--- src/rtl/key_reg_reader_pkg.sv ---
// Shared definitions for the key-register chain readout controller.
// Default sizes match the key-register chain instantiation.
package key_reg_reader_pkg;

    localparam int KR_WIDTH = 32;
    localparam int KR_WORDS = 4;
    localparam int KR_CW    = 3;

    typedef enum logic [1:0] {
        IDLE = 2'd0,
        READ = 2'd1,
        DONE = 2'd2
    } state_e;

endpackage

--- src/rtl/key_reg_reader.sv ---
// Rotates the serial key chain one word per accepted beat, streaming the tail.
// Tail is fed back to the head so WORDS beats leave the key unchanged.
module key_reg_reader
    import key_reg_reader_pkg::*;
#(
    parameter int WIDTH = KR_WIDTH,
    parameter int WORDS = KR_WORDS,
    parameter int CW    = KR_CW
) (
    input  logic             clk,
    input  logic             rst,
    input  logic             start,
    output logic             busy,
    output logic             done,
    input  logic [WIDTH-1:0] kr_so,
    output logic [WIDTH-1:0] kr_si,
    output logic             kr_enc,
    output logic             kr_se,
    output logic [WIDTH-1:0] odata,
    output logic             ovalid,
    input  logic             oready,
    output logic [CW-1:0]    beat
);

    localparam logic [CW-1:0] LAST = CW'(WORDS - 1);

    state_e          state_q, state_d;
    logic [CW-1:0]   beat_q, beat_d;

    always_ff @(posedge clk or negedge rst) begin
        if (!rst) begin
            state_q <= IDLE;
            beat_q  <= '0;
        end else begin
            state_q <= state_d;
            beat_q  <= beat_d;
        end
    end

    always_comb begin
        state_d = state_q;
        beat_d  = beat_q;
        busy    = 1'b0;
        done    = 1'b0;
        ovalid  = 1'b0;
        kr_enc  = 1'b0;
        kr_se   = 1'b0;
        unique case (state_q)
            IDLE: begin
                if (start) begin
                    state_d = READ;
                    beat_d  = '0;
                end
            end
            READ: begin
                busy   = 1'b1;
                ovalid = 1'b1;
                kr_se  = 1'b1;
                // Chain moves only on an accepted beat
                kr_enc = oready;
                if (oready) begin
                    if (beat_q == LAST) begin
                        state_d = DONE;
                        beat_d  = '0;
                    end else begin
                        beat_d = beat_q + CW'(1);
                    end
                end
            end
            DONE: begin
                busy    = 1'b1;
                done    = 1'b1;
                state_d = IDLE;
            end
            default: begin
                state_d = IDLE;
                beat_d  = '0;
            end
        endcase
    end

    assign kr_si = kr_so;
    assign odata = ovalid ? kr_so : '0;
    assign beat  = beat_q;

endmodule

--- config.mk ---
export PLATFORM = sky130hd
export DESIGN_NAME = key_reg_reader
export DESIGN_NICKNAME = d
export VERILOG_FILES = /design/src/rtl/key_reg_reader_pkg.sv /design/src/rtl/key_reg_reader.sv
export SDC_FILE = /design/constraint.sdc
export NUM_CORES = 1
export LEC_CHECK = 0
export CELL_PAD_IN_SITES_DETAIL_PLACEMENT = 1
export CELL_PAD_IN_SITES_GLOBAL_PLACEMENT = 2
export CORE_UTILIZATION = 10
export CTS_CLUSTER_SIZE = 30
export DETAILED_ROUTE_END_ITERATION = 10
export PLACE_DENSITY = 0.76
export SYNTH_ARGS = -nofsm -noshare
export SYNTH_HDL_FRONTEND = slang
export SYNTH_SLANG_ARGS = --single-unit
--- constraint.sdc ---
create_clock -name clk -period 1.6 [get_ports clk]
set_input_delay 0.32 -clock clk [delete_from_list [all_inputs] [get_ports clk]]
set_output_delay 0.32 -clock clk [all_outputs]
set_load 0.01 [all_outputs]
==> run summary <==
Net Sw Power = 1.04 mW
Pwr per Cell Area = 1420 mW/mm2
Reg power frac = 7.1%
Crit path DAT = 1.77 ns
Crit. End Element = flip-flop
Final wirelength = 3.48 mm
Drt pass-1 iters = 4
Setup TNS = -0.812 ns
Commonest non-fill, non-tap cell in the layout = clkdlybuf4s50_1
Synth Register Bits = 5
Comb power frac = 84.9%
IO Pins = 108
Nets = 230
Largest net degree at the start of global routing = 16
Total power draw = 2.97 mW
Post-placement cell count = 276
GRT Residual Overflow = 0
CP Class = in -> reg
Number of distinct library cells after synthesis = 16
Number of max-cap violations = 0
Initial DRC count = 16
Fin. max-slew vios = 0
Sequential cell area = 125 um2
DRC violations left = 0
Gr usage total = 7.62%
Post-Layout Cell Count = 286
CTS hold repair buffers = 0
Syn Std Cell Area = 786 um2
Syn Nets = 138
Multi-input combinational cell area = 524 um2
Peak VDD IR = 288 uV
Max transition margin = 80.5%
CTS max path bufs = 2
Final RePlAce weighted congestion = 0.663
Synth Warn # = 0
Post-synth top area share = 31.5%
CP required = 1.70 ns
Area Overhead vs Synth = 167%
Full die area = 0.00822 mm2
First-pass GRT wire length = 4.93 mm
Initial antenna violation count = 0
H-tree depth = 1
HPWL after DPL = 2.64 mm
Final setup fails = 36
Clock transition at path regs = 0.04 ns
R2r endpoint = state_q[1]
Crit path max fanout = 2
Core area = 0.00741 mm2
Syn Inst Count = 96
Number of diodes = 0
Int Pwr = 1.93 mW
Switching Fraction = 35.0%
Leak = 0.996 nW
Crit path from = oready
Crit path launch type = input port
FF-to-FF setup slack = -0.07 ns
Largest cells by area after synthesis = buf_4, and2_1, dfrtp_1
HP Class = in -> async
Min setup slack post-route = -0.0666 ns
Unrepaired setup endpoints after global routing = true
CTS root buf = clkbuf_8
Clock Power Share = 8.0%
Final hold vios = 0
Routed Antenna Nets = 0
Worst R2R Path Depth = 5
Layout cells sized above 1 = 51.3%
Failing checks = setup timing
Vias in the first global route = 958
Fill cell count = 829
Via count = 972
Cell taking the most area after synthesis = buf_4
Status = finished, violations left
Most frequent cells in the layout = clkdlybuf4s50_1, buf_6, dlygate4sd2_1, and2_4, buf_4
Die Width = 90.6 um
Avg Inst Size Synth = 8.18 um2
Final cycle utilization of the critical path = 104%
Fmax = 600 MHz
Site Rows = 31
CTS tree = done
Worst Tran Pin Value = 0.292 ns
Via/cell ratio = 3.40
CTS Buf Count = 3
Port Buffer Count = 107
Launch point of the worst reg-to-reg path = state_q[0]
Initial core utilization = 10.6%
TritonCTS Sinks = 5
Tmin final = 1.67 ns
Die Span Y = 90.6 um
Final clock skew = 0.00103 ns
Routed WL per cell = 12.2 um
Seq/Total Area, Yosys = 15.9%
Skew-Pair Late Insertion Delay = 0.22 ns
Dpl ws = -0.267 ns
==> logic make-up (layout without fill, tap and decap cells) <==
group           count (synthesis)  count (layout)  share of synthesized area (%)
simple gates                   37              37                           29.5
flops                           5               5                           15.9
buf+inv                        41             132                           35.4
fa+ha+maj                       6               6                           9.55
compound gates                  3               3                           4.14
mux                             4               4                           5.57
==> cell type report <==
type / instances / area share, %
multi-input combinational: 50 / 25.0
clock buffer: 4 / 2.15
timing repair buffer: 123 / 60.1
sequential: 5 / 5.97
inverter: 5 / 0.896
tap: 99 / 5.91
==> power groups by stage <==
stage	combinational, mW	sequential (mW)	clock (mW)
after floorplan	0.771	0.214	0
after global placement	1.80	0.201	0
after detailed placement	1.82	0.205	0
after CTS	1.78	0.212	0.241
after global routing	2.70	0.219	0.252
final	2.52	0.211	0.236
==> cells in the mapped netlist <==
| library cell | instances |
|---|---|
| clkbuf_1 | 3 |
| a21boi_0 | 1 |
| mux2_1 | 2 |
| buf_4 | 33 |
| and3_1 | 1 |
| and2_2 | 1 |
| inv_1 | 5 |
| a222oi_1 | 1 |
| mux2i_1 | 1 |
| nand3_1 | 1 |
| dfrtp_1 | 5 |
| nand2b_1 | 2 |
| ha_1 | 6 |
| mux2_2 | 1 |
| and2_1 | 32 |
| a221oi_2 | 1 |
==> how the worst max path moves through the flow <==
stage,endpoint,slack [ns]
2_1_floorplan,state_q[1],0.001
3_3_place_gp,state_q[0],-0.24
3_5_place_dp,state_q[1],-0.27
4_1_cts,state_q[1],-0.06
5_1_grt,state_q[1],-0.12
6_report,state_q[1],-0.07
==> sequential cells by signal, indices dropped and copies added (netlist names) <==
| signal | flops |
|---|---|
| state_q | 2 |
| beat | 3 |
==> worst max-delay path, cell delays in order <==
cell,delay (ns)
clkdlybuf4s50_1,0.51
inv_1,0.10
a222oi_1,0.36
buf_4,0.19
mux2_4,0.29
==> metrics by stage <==
step                      cell area, um2  util (%)  hold WS, ns
final                               2100      28.3        0.341
after global routing                2100      28.3        0.353
after CTS                           1730      23.4        0.350
after detailed placement            1810      24.4        0.544
after global placement              1810      24.4        0.531
after floorplan                      786         -       0.0244
==> repair_timing <==
item / 4_1_cts / 5_1_grt
cloned: 1 / 2
resized for setup: 186 / 69
buffers inserted: 1 / 2
setup endpoints to repair: 73 / 41
pin swaps: 2 / 31
==> routing by layer <==
metal  global-route usage (%)  vias up  wire length [um]
met5                        0        -                 0
met4                     1.61        0                19
met3                     4.04        5               400
met2                     13.4       63              1820
met1                     8.03      455              1240
li1                         -      449                 -
No activity file was read; power rests on OpenSTA's default activity.
